## config.mk

```make
export PLATFORM = sky130hd
export DESIGN_NAME = alu_issue_decode_flat
export DESIGN_NICKNAME = d
export VERILOG_FILES = /design/src/rtl/alu_issue_decode_if.sv /design/src/rtl/alu_issue_decode.sv /design/src/flat_wrapper.sv
export SDC_FILE = /design/constraint.sdc
export NUM_CORES = 2
export LEC_CHECK = 0
export ABC_CLOCK_PERIOD_IN_PS = 2670
export CAP_MARGIN = 30
export CORE_MARGIN = 8
export CORE_UTILIZATION = 30
export CTS_CLUSTER_DIAMETER = 40
export DETAILED_ROUTE_END_ITERATION = 10
export PLACE_DENSITY_LB_ADDON = 0.25
export REMOVE_ABC_BUFFERS = 1
export SLEW_MARGIN = 0
export SYNTH_ARGS = -nofsm -noshare
export SYNTH_HDL_FRONTEND = slang
export SYNTH_SLANG_ARGS = --single-unit
```

## constraint.sdc

```tcl
create_clock -name clk -period 2.67 [get_ports clk]
set_input_delay 0.267 -clock clk [delete_from_list [all_inputs] [get_ports clk]]
set_output_delay 0.267 -clock clk [all_outputs]
set_load 0.02 [all_outputs]
```

## src/rtl/alu_issue_decode_if.sv

```systemverilog
// Instruction-in / operand-bundle-out / writeback signal group for alu_issue_decode.
// The slave modport is the decoder's view; master is the driver/ALU-side view.
interface alu_issue_decode_if;
    logic        instr_valid;
    logic        instr_ready;
    logic [31:0] instr;

    logic        out_valid;
    logic        out_ready;
    logic [31:0] rs1;
    logic [31:0] rs2;
    logic [31:0] Iimm;
    logic        isALUreg;
    logic [2:0]  funct3;
    logic [6:0]  funct7;
    logic [4:0]  rd;
    logic        illegal;

    logic        wb_en;
    logic [4:0]  wb_rd;
    logic [31:0] wb_data;

    modport slave (
        input  instr_valid,
        input  instr,
        input  out_ready,
        input  wb_en,
        input  wb_rd,
        input  wb_data,
        output instr_ready,
        output out_valid,
        output rs1,
        output rs2,
        output Iimm,
        output isALUreg,
        output funct3,
        output funct7,
        output rd,
        output illegal
    );

    modport master (
        output instr_valid,
        output instr,
        output out_ready,
        output wb_en,
        output wb_rd,
        output wb_data,
        input  instr_ready,
        input  out_valid,
        input  rs1,
        input  rs2,
        input  Iimm,
        input  isALUreg,
        input  funct3,
        input  funct7,
        input  rd,
        input  illegal
    );
endinterface

```

## src/rtl/alu_issue_decode.sv

```systemverilog
// RV32I OP/OP-IMM issue stage: decodes, reads the 32x32 register file with writeback
// forwarding, and presents a registered operand bundle to the ALU over valid/ready.
module alu_issue_decode #(
    parameter bit RESET_REGFILE = 1'b1
) (
    input logic               clk,
    input logic               rst,
    alu_issue_decode_if.slave io_bus
);

    localparam logic [6:0] OPC_OP     = 7'b0110011;
    localparam logic [6:0] OPC_OP_IMM = 7'b0010011;
    localparam logic [6:0] F7_BASE    = 7'b0000000;
    localparam logic [6:0] F7_ALT     = 7'b0100000;

    logic [31:0] r_regs [32];

    logic        r_out_valid;
    logic [31:0] r_rs1;
    logic [31:0] r_rs2;
    logic [31:0] r_iimm;
    logic        r_is_alu_reg;
    logic [2:0]  r_funct3;
    logic [6:0]  r_funct7;
    logic [4:0]  r_rd;
    logic        r_illegal;
    logic [4:0]  r_rs1_idx;
    logic [4:0]  r_rs2_idx;

    logic [6:0]  w_opcode;
    logic [4:0]  w_rd_idx;
    logic [2:0]  w_funct3;
    logic [4:0]  w_rs1_idx;
    logic [4:0]  w_rs2_idx;
    logic [6:0]  w_funct7_raw;
    logic        w_is_op;
    logic        w_is_op_imm;
    logic        w_is_shift_imm;
    logic        w_illegal;
    logic [6:0]  w_funct7;
    logic [31:0] w_iimm;
    logic        w_accept;
    logic        w_hold;
    logic        w_wb_we;
    logic [31:0] w_rs1_val;
    logic [31:0] w_rs2_val;
    logic [4:0]  w_rs2_idx_kept;

    // Field extraction
    assign w_opcode     = io_bus.instr[6:0];
    assign w_rd_idx     = io_bus.instr[11:7];
    assign w_funct3     = io_bus.instr[14:12];
    assign w_rs1_idx    = io_bus.instr[19:15];
    assign w_rs2_idx    = io_bus.instr[24:20];
    assign w_funct7_raw = io_bus.instr[31:25];
    assign w_iimm       = {{20{io_bus.instr[31]}}, io_bus.instr[31:20]};

    assign w_is_op        = (w_opcode == OPC_OP);
    assign w_is_op_imm    = (w_opcode == OPC_OP_IMM);
    assign w_is_shift_imm = w_is_op_imm && (w_funct3 == 3'b001 || w_funct3 == 3'b101);

    // Only shift immediates carry a real funct7; a negative addi must not look like sub.
    assign w_funct7 = (w_is_op || w_is_shift_imm) ? w_funct7_raw : 7'b0;

    always_comb begin
        w_illegal = 1'b0;
        if (w_is_op) begin
            if (w_funct7_raw == F7_ALT) begin
                w_illegal = !(w_funct3 == 3'b000 || w_funct3 == 3'b101);
            end else if (w_funct7_raw != F7_BASE) begin
                w_illegal = 1'b1;
            end
        end else if (w_is_op_imm) begin
            if (w_funct3 == 3'b001) begin
                w_illegal = (w_funct7_raw != F7_BASE);
            end else if (w_funct3 == 3'b101) begin
                w_illegal = !(w_funct7_raw == F7_BASE || w_funct7_raw == F7_ALT);
            end
        end else begin
            w_illegal = 1'b1;
        end
    end

    // Handshake
    assign io_bus.instr_ready = !r_out_valid || io_bus.out_ready;
    assign w_accept           = io_bus.instr_valid && io_bus.instr_ready;
    assign w_hold             = r_out_valid && !io_bus.out_ready;
    assign w_wb_we            = io_bus.wb_en && (io_bus.wb_rd != 5'd0);

    // Register-file read with same-cycle writeback forwarding
    always_comb begin
        w_rs1_val = 32'd0;
        if (w_rs1_idx != 5'd0) begin
            if (w_wb_we && io_bus.wb_rd == w_rs1_idx) begin
                w_rs1_val = io_bus.wb_data;
            end else begin
                w_rs1_val = r_regs[w_rs1_idx];
            end
        end
    end

    always_comb begin
        w_rs2_val = 32'd0;
        if (w_is_op && w_rs2_idx != 5'd0) begin
            if (w_wb_we && io_bus.wb_rd == w_rs2_idx) begin
                w_rs2_val = io_bus.wb_data;
            end else begin
                w_rs2_val = r_regs[w_rs2_idx];
            end
        end
    end

    // A zero index never matches a write, so non-OP bundles never get rs2 refreshed.
    assign w_rs2_idx_kept = w_is_op ? w_rs2_idx : 5'd0;

    // Register file
    always_ff @(posedge clk) begin
        if (rst) begin
            if (RESET_REGFILE) begin
                for (int i = 0; i < 32; i++) begin
                    r_regs[i] <= 32'd0;
                end
            end
        end else if (w_wb_we) begin
            r_regs[io_bus.wb_rd] <= io_bus.wb_data;
        end
    end

    // Output bundle stage
    always_ff @(posedge clk) begin
        if (rst) begin
            r_out_valid  <= 1'b0;
            r_rs1        <= 32'd0;
            r_rs2        <= 32'd0;
            r_iimm       <= 32'd0;
            r_is_alu_reg <= 1'b0;
            r_funct3     <= 3'd0;
            r_funct7     <= 7'd0;
            r_rd         <= 5'd0;
            r_illegal    <= 1'b0;
            r_rs1_idx    <= 5'd0;
            r_rs2_idx    <= 5'd0;
        end else if (w_accept) begin
            r_out_valid  <= 1'b1;
            r_rs1        <= w_rs1_val;
            r_rs2        <= w_rs2_val;
            r_iimm       <= w_iimm;
            r_is_alu_reg <= w_is_op;
            r_funct3     <= w_funct3;
            r_funct7     <= w_funct7;
            r_rd         <= w_illegal ? 5'd0 : w_rd_idx;
            r_illegal    <= w_illegal;
            r_rs1_idx    <= w_rs1_idx;
            r_rs2_idx    <= w_rs2_idx_kept;
        end else if (io_bus.out_ready) begin
            r_out_valid <= 1'b0;
        end else if (w_hold && w_wb_we) begin
            // Keep a stalled bundle coherent with writes that land while it waits.
            if (io_bus.wb_rd == r_rs1_idx) begin
                r_rs1 <= io_bus.wb_data;
            end
            if (io_bus.wb_rd == r_rs2_idx) begin
                r_rs2 <= io_bus.wb_data;
            end
        end
    end

    assign io_bus.out_valid = r_out_valid;
    assign io_bus.rs1       = r_rs1;
    assign io_bus.rs2       = r_rs2;
    assign io_bus.Iimm      = r_iimm;
    assign io_bus.isALUreg  = r_is_alu_reg;
    assign io_bus.funct3    = r_funct3;
    assign io_bus.funct7    = r_funct7;
    assign io_bus.rd        = r_rd;
    assign io_bus.illegal   = r_illegal;

endmodule

```

## src/flat_wrapper.sv

```systemverilog
// flat-port wrapper written by rule: the top's interface ports become plain ports
module alu_issue_decode_flat 
#(
    parameter bit RESET_REGFILE = 1'b1
)
  (clk, rst, io_bus_instr_valid, io_bus_instr, io_bus_out_ready, io_bus_wb_en, io_bus_wb_rd, io_bus_wb_data, io_bus_instr_ready, io_bus_out_valid, io_bus_rs1, io_bus_rs2, io_bus_Iimm, io_bus_isALUreg, io_bus_funct3, io_bus_funct7, io_bus_rd, io_bus_illegal);
  alu_issue_decode_if io_bus_i ();
  input logic clk;
  input logic rst;
  input wire logic [$bits(io_bus_i.instr_valid)-1:0] io_bus_instr_valid;
  input wire logic [$bits(io_bus_i.instr)-1:0] io_bus_instr;
  input wire logic [$bits(io_bus_i.out_ready)-1:0] io_bus_out_ready;
  input wire logic [$bits(io_bus_i.wb_en)-1:0] io_bus_wb_en;
  input wire logic [$bits(io_bus_i.wb_rd)-1:0] io_bus_wb_rd;
  input wire logic [$bits(io_bus_i.wb_data)-1:0] io_bus_wb_data;
  output wire logic [$bits(io_bus_i.instr_ready)-1:0] io_bus_instr_ready;
  output wire logic [$bits(io_bus_i.out_valid)-1:0] io_bus_out_valid;
  output wire logic [$bits(io_bus_i.rs1)-1:0] io_bus_rs1;
  output wire logic [$bits(io_bus_i.rs2)-1:0] io_bus_rs2;
  output wire logic [$bits(io_bus_i.Iimm)-1:0] io_bus_Iimm;
  output wire logic [$bits(io_bus_i.isALUreg)-1:0] io_bus_isALUreg;
  output wire logic [$bits(io_bus_i.funct3)-1:0] io_bus_funct3;
  output wire logic [$bits(io_bus_i.funct7)-1:0] io_bus_funct7;
  output wire logic [$bits(io_bus_i.rd)-1:0] io_bus_rd;
  output wire logic [$bits(io_bus_i.illegal)-1:0] io_bus_illegal;
  assign io_bus_i.instr_valid = io_bus_instr_valid;
  assign io_bus_i.instr = io_bus_instr;
  assign io_bus_i.out_ready = io_bus_out_ready;
  assign io_bus_i.wb_en = io_bus_wb_en;
  assign io_bus_i.wb_rd = io_bus_wb_rd;
  assign io_bus_i.wb_data = io_bus_wb_data;
  assign io_bus_instr_ready = io_bus_i.instr_ready;
  assign io_bus_out_valid = io_bus_i.out_valid;
  assign io_bus_rs1 = io_bus_i.rs1;
  assign io_bus_rs2 = io_bus_i.rs2;
  assign io_bus_Iimm = io_bus_i.Iimm;
  assign io_bus_isALUreg = io_bus_i.isALUreg;
  assign io_bus_funct3 = io_bus_i.funct3;
  assign io_bus_funct7 = io_bus_i.funct7;
  assign io_bus_rd = io_bus_i.rd;
  assign io_bus_illegal = io_bus_i.illegal;
  alu_issue_decode #(.RESET_REGFILE(RESET_REGFILE)) u_core (.clk(clk), .rst(rst), .io_bus(io_bus_i));
endmodule
```

# Yosys cells after proc, flatten, opt, wreduce, memory -nomap -nowiden
# Memories as Yosys holds them, arrays and structs flattened.
# Index checks and enable logic that the tools add are counted.
[op_classes]
eq_ne = 10
muxes = 31
n_reduce_logical = 30
[ops]
columns = ["cell", "n"]
rows = [
  ["2-to-1 mux 32 bit", 13],
  ["OR reduction 32 bit", 1],
  ["== test 5 bit", 4],
  ["2-to-1 mux 5 bit", 3],
  ["nonzero test 5 bit", 3],
  ["== test 7 x 6 -> 1 bit (second input constant)", 2],
  ["2-to-1 mux 1 bit", 14],
  ["logical AND 1 bit", 8],
  ["nonzero test 2 bit", 4],
  ["== test 7 x 5 -> 1 bit (second input constant)", 1],
  ["logical NOT 7 bit", 1],
  ["2-to-1 mux 7 bit", 1],
  ["nonzero test 7 bit", 1],
  ["AND reduction 3 bit", 2],
  ["logical OR 1 bit", 5],
  ["logical NOT 1 bit", 4],
  ["== test 3 x 1 -> 1 bit (second input constant)", 1],
  ["== test 3 bit (second input constant)", 1],
  ["logical NOT 3 bit", 1],
  ["inequality test 2 x 1 -> 1 bit (second input constant)", 1],
]
[totals]
input_bits = 74
ramBits = 1024
mem_count = 1
register_bits = 104
out_inout_bits = 115
wordCells = 83
[memory_table]
columns = ["memory", "depth", "word_bits", "rd", "rd_clocked_by_memory_dff", "write_ports", "line_no", "rtl"]
rows = [
  ["u_core.r_regs", 32, 32, 2, 0, 32, "alu_issue_decode.sv:16", "logic [31:0] r_regs [32];"],
]

# Depth between registers and ports, before layout
[depth]
word_depth = 8
depth_mapped = 10
mapped_depth_nobuf = 6

# Least setup slack after synthesis
# Ideal clock, no wire load.
[synth_timing]
path_kind = "input-to-reg"
startpoint = "input port io_bus_instr[16]"
endpoint = "register u_core.r_rs1[1] (netlist: u_core.io_bus.rs1[1])"
path_stages = 7
setup_time_ps = 122
n_path_buf = 3
t_arrival_ps = 2139
t_required_ps = 2548
setup_slack_ps = 409
path_cell_list = "buf_2 > buf_1 > buf_1 > mux4_2 > mux2_2 > a22o_1 > a221o_1"
[synth_via]
elab_chain_len = 5
elab_cells_between_ends = 7
cone_classes = "eq/ne: 1; mux: 3; reduce/logical: 2; memory: 1"
[synth_lines]
columns = ["element", "line_no", "rtl"]
rows = [
  ["start, declared", "flat_wrapper.sv:11", "input wire logic [$bits(io_bus_i.instr)-1:0] io_bus_instr;"],
  ["branches (longest 3 deep; another with memory read (32 x 32 bit))", "n/a", ""],
  ["2-to-1 mux 32 bit *", "alu_issue_decode.sv:93", "if (w_rs1_idx != 5'd0) begin"],
  ["2-to-1 mux 32 bit *", "alu_issue_decode.sv:143", "end else if (w_accept) begin"],
  ["end signal, assigned", "alu_issue_decode.sv:145", "r_rs1 <= w_rs1_val;"],
  ["end signal, assigned", "alu_issue_decode.sv:160", "r_rs1 <= io_bus.wb_data;"],
  ["end, declared", "alu_issue_decode.sv:19", "logic [31:0] r_rs1;"],
]
# Mark *: on every way between the ends.
# A chain may end at the register's enable or synchronous reset.

# Worst setup path after layout
[layout_timing]
startpoint = "register u_core.r_out_valid (netlist: u_core.io_bus.out_valid)"
endpoint = "output port io_bus_instr_ready"
[layout_via]
elab_chain_len = 2
[layout_lines]
columns = ["element", "line_no", "rtl"]
rows = [
  ["start, declared", "alu_issue_decode.sv:18", "logic r_out_valid;"],
  ["start signal, assigned", "alu_issue_decode.sv:132", "r_out_valid <= 1'b0;"],
  ["start signal, assigned", "alu_issue_decode.sv:144", "r_out_valid <= 1'b1;"],
  ["start signal, assigned", "alu_issue_decode.sv:156", "r_out_valid <= 1'b0;"],
  ["logical NOT 1 bit", "alu_issue_decode.sv:85", "assign io_bus.instr_ready = !r_out_valid || io_bus.out_ready;"],
  ["logical OR 1 bit", "alu_issue_decode.sv:85", ""],
  ["end, declared", "flat_wrapper.sv:16", "output wire logic [$bits(io_bus_i.instr_ready)-1:0] io_bus_instr_ready;"],
]
# No other way between the ends.

==> summary.md <==
| Metric | Value |
|---|---|
| Leak Pwr | `0.0267 uW` |
| Filler cell count | `18382` |
| Antenna violations before repair | `35` |
| Req. time, crit path | `2.40 ns` |
| PortBufs | `188` |
| Detail Route Antenna Nets | `0` |
| Synth Register Bits | `1128` |
| EDFF count, synth | `1024` |
| R2r worst-path depth | `6` |
| Tot GR Track Use | `22.1%` |
| Die area | `213000 um^2` |
| Routed WL per cell | `33.2 um` |
| Nets | `4521` |
| Final WS setup | `0.205 ns` |
| DIE HEIGHT | `461 um` |
| Final setup violation count | `0` |
| Register area | `32800 um^2` |
| Initial Utilization | `30.2%` |
| Cell Area, Placed | `67600 um^2` |
| Clock Tree Buf Depth | `3` |
| Fin area | `75100 um^2` |
| Max-slew violation count | `0` |
| First-pass GRT wire length | `331 mm` |
| Die W | `461 um` |
| # DRC | `0` |
| Fin util | `38.1%` |
| Clk_skew | `0.0680 ns` |
| RSZ-0062 raised after global routing | `false` |
| Clock transition at path regs | `0.05 ns` |
| IO Count | `189` |
| Ys flop type | `edfxtp_1` |
| TritonCTS clock tree | `built` |
| Ys async rst share | `0%` |
| Hold endpoint | `u_core.io_bus.Iimm[7]$_SDFFE_PP0N_` |
| Worst slew pin tran | `0.946 ns` |
| Sink Count | `1128` |
| Status | `finished, final reports clean` |
| Iter 0 DRT Violations | `5552` |
| P per Cell Area | `729 nW/um^2` |
| Worst Path Class, Setup | `flop to primary output` |
| Startpoint types | `flop` |
| Commonest cells after routing, fill and taps aside | `edfxtp_1, and2_1, mux4_2` |
| DR pass1 iterations | `7` |
| # rows | `163` |
| CTS HTree Levels | `4` |
| Min cycle time layout | `2.46 ns` |
| Synth warn | `0` |
| GPL Wtd Cong | `0.852` |
| Layout cells sized above 1 | `30.1%` |
| Worst EP arrival | `2.20 ns` |
| Worst slew margin | `36.7%` |
| Most common cell after layout, fill and taps aside | `edfxtp_1` |
| Tcrit/Tclk final | `92.3%` |
| Max-cap viol count | `0` |
| Clock latency on the worst-skew pair | `0.85 ns` |
| Gr ovfl total | `0` |
| Mapped Area | `59500 um^2` |
| Detailed Place HPWL | `159 mm` |
| Area grow syn2layout | `26.2%` |
| Hold Crit Start | `io_bus_instr[27]` |
| Critical Path End Type | `primary output` |
| Hold Fails Final Rpt | `0` |
| Mapped Cells | `4075` |
| Pre-CTS WS | `-0.0908 ns` |
| Via density | `5.56` |
| Min Hold Slack | `0.0682 ns` |
| CTS Buf Count | `206` |
| Flop2flop setup slack | `0.46 ns` |
| Root Buffer | `clkbuf_16` |
| Post-CTS Setup Bufs | `0` |
| Max rail drop VDD | `0.584 mV` |
| Synthesized area per cell | `14.6 um^2` |
| Worst hold path depth | `3` |
| Unique masters post-synth | `52` |
| Multi-input logic area | `24900 um^2` |
| Worst r2r dst | `u_core.io_bus.rs2[18]$_SDFFE_PP0P_` |
| Number of global-route vias before repair | `40073` |
| Worst hold path type | `input port to flop` |
| Core area | `197000 um^2` |
| Sequential-to-total area share from yosys stat | `55.2%` |
| DRT Wirelength | `242 mm` |
| Largest net degree at the start of global routing | `43` |
| Worst-path fanout max | `4` |
| Max Fclk | `0.406 GHz` |
| Vias | `40496` |
| R2R Path Start | `u_core.r_regs[31][18]$_SDFFCE_PN0P_` |
-- synthesized netlist by cell type, types with 2 or more instances --
master,number,area (um^2)
a221o_1,39,390
nand3_1,13,65.1
nand2b_1,34,213
buf_6,20,225
a2bb2oi_1,32,280
o21ai_0,25,125
clkinv_1,22,82.6
a211oi_1,29,218
nor2b_1,5,31.3
nand2_1,82,308
and2_1,994,6220
o221ai_1,16,140
mux2i_1,222,2220
dfxtp_1,104,2080
nand4_1,7,43.8
a22o_1,25,219
buf_1,18,67.6
clkbuf_1,292,1100
o41a_1,2,22.5
a221oi_1,51,447
a22oi_1,44,330
nand3b_1,5,37.5
xnor2_1,18,158
nor2_1,96,360
inv_1,11,41.3
or2_2,32,200
mux2_2,65,732
xor2_1,2,17.5
buf_2,67,335
a21oi_1,56,280
or3b_2,3,26.3
o22ai_1,43,269
nor3_1,24,120
nor4b_2,2,30.0
o21bai_1,2,15.0
or4_1,3,22.5
mux4_2,478,10800
o21a_1,2,15.0
edfxtp_1,1024,30700
buf_4,54,405
-- flip-flops by register name, summed over array words and instances (netlist names) --
signal                   count
u_core.io_bus.rs1           32
u_core.r_rs1_idx             5
u_core.io_bus.out_valid      1
u_core.io_bus.rs2           32
u_core.io_bus.funct3         3
u_core.io_bus.funct7         7
u_core.r_regs             1024
u_core.io_bus.isALUreg       1
u_core.io_bus.illegal        1
u_core.r_rs2_idx             5
u_core.io_bus.rd             5
u_core.io_bus.Iimm          12
-- routing by layer --
| metal | track usage, % | share of wire [%] | vias to the layer above |
|---|---|---|---|
| met5 | 0 | 0.014 | - |
| met4 | 6.87 | 3.2 | 4 |
| met3 | 4.73 | 9.4 | 390 |
| met2 | 35.0 | 46 | 2250 |
| met1 | 30.3 | 41 | 21476 |
| li1 | - | - | 16376 |
-- through the flow --
stage                     cells  setup TNS (ns)  total power (uW)
after CTS                  7268               0             55100
after global routing       7272               0             56200
after global placement     6875         -0.0954             27300
after detailed placement   6875           -1.18             27300
after floorplan            3655          -90.41             23600
final                      7280               0             54800
-- cell type report --
cell class	instances	area share, %
clock inverter	170	2.88
sequential	1128	43.7
inverter	33	0.165
timing repair buffer	584	8.72
multi-input combinational	2494	33.1
antenna	12	0.0400
clock buffer	219	7.01
tap	2640	4.40
-- how the worst max path moves through the flow --
| stage | depth (start not counted) | end | startpoint |
|---|---|---|---|
| global route | 3 | io_bus_instr_ready | u_core.io_bus.out_valid$_SDFFE_PP0P_ |
| global placement | 8 | u_core.io_bus.rs2[19]$_SDFFE_PP0P_ | io_bus_instr[6] |
| floorplan | 6 | u_core.io_bus.rs2[0]$_SDFFE_PP0P_ | u_core.io_bus.out_valid$_SDFFE_PP0P_ |
| finish | 3 | io_bus_instr_ready | u_core.io_bus.out_valid$_SDFFE_PP0P_ |
| CTS | 1 | io_bus_Iimm[29] | u_core.io_bus.Iimm[11]$_SDFFE_PP0N_ |
| detailed placement | 8 | u_core.io_bus.rs2[5]$_SDFFE_PP0P_ | io_bus_instr[6] |
-- repair_timing --
action | in CTS | in global routing
endpoints found under the setup margin | 0 | 10
hold buffers | 4 | 0
gates resized for setup | 0 | 1
hold endpoints to repair | 30 | 0
-- cells by family (layout without fill, tap and decap cells) --
group                  Yosys count  in the layout  synth area share, %
AO/OA/AOI/OAI                  370            370                 4.70
multiplexers                   765            765                 23.1
other                            1             44              0.00630
XOR/XNOR                        20             20                0.294
AND/OR/NAND/NOR               1307           1307                 13.0
flip-flops                    1128           1128                 55.2
buffers and inverters          484           1006                 3.79
-- worst max-delay path: stages, from the launching register on --
cell and delay (ns):
dfxtp_1 0.33, nand2b_1 0.24, buf_4 0.19, clkdlybuf4s50_1 0.62
-- where the power goes --
group	leakage [uW]	internal (uW)	switching (uW)
Clock	0.00352	17400	10300
Combinational	0.0125	2780	3370
Sequential	0.0106	20200	631
(Power assumes the default switching activity.)
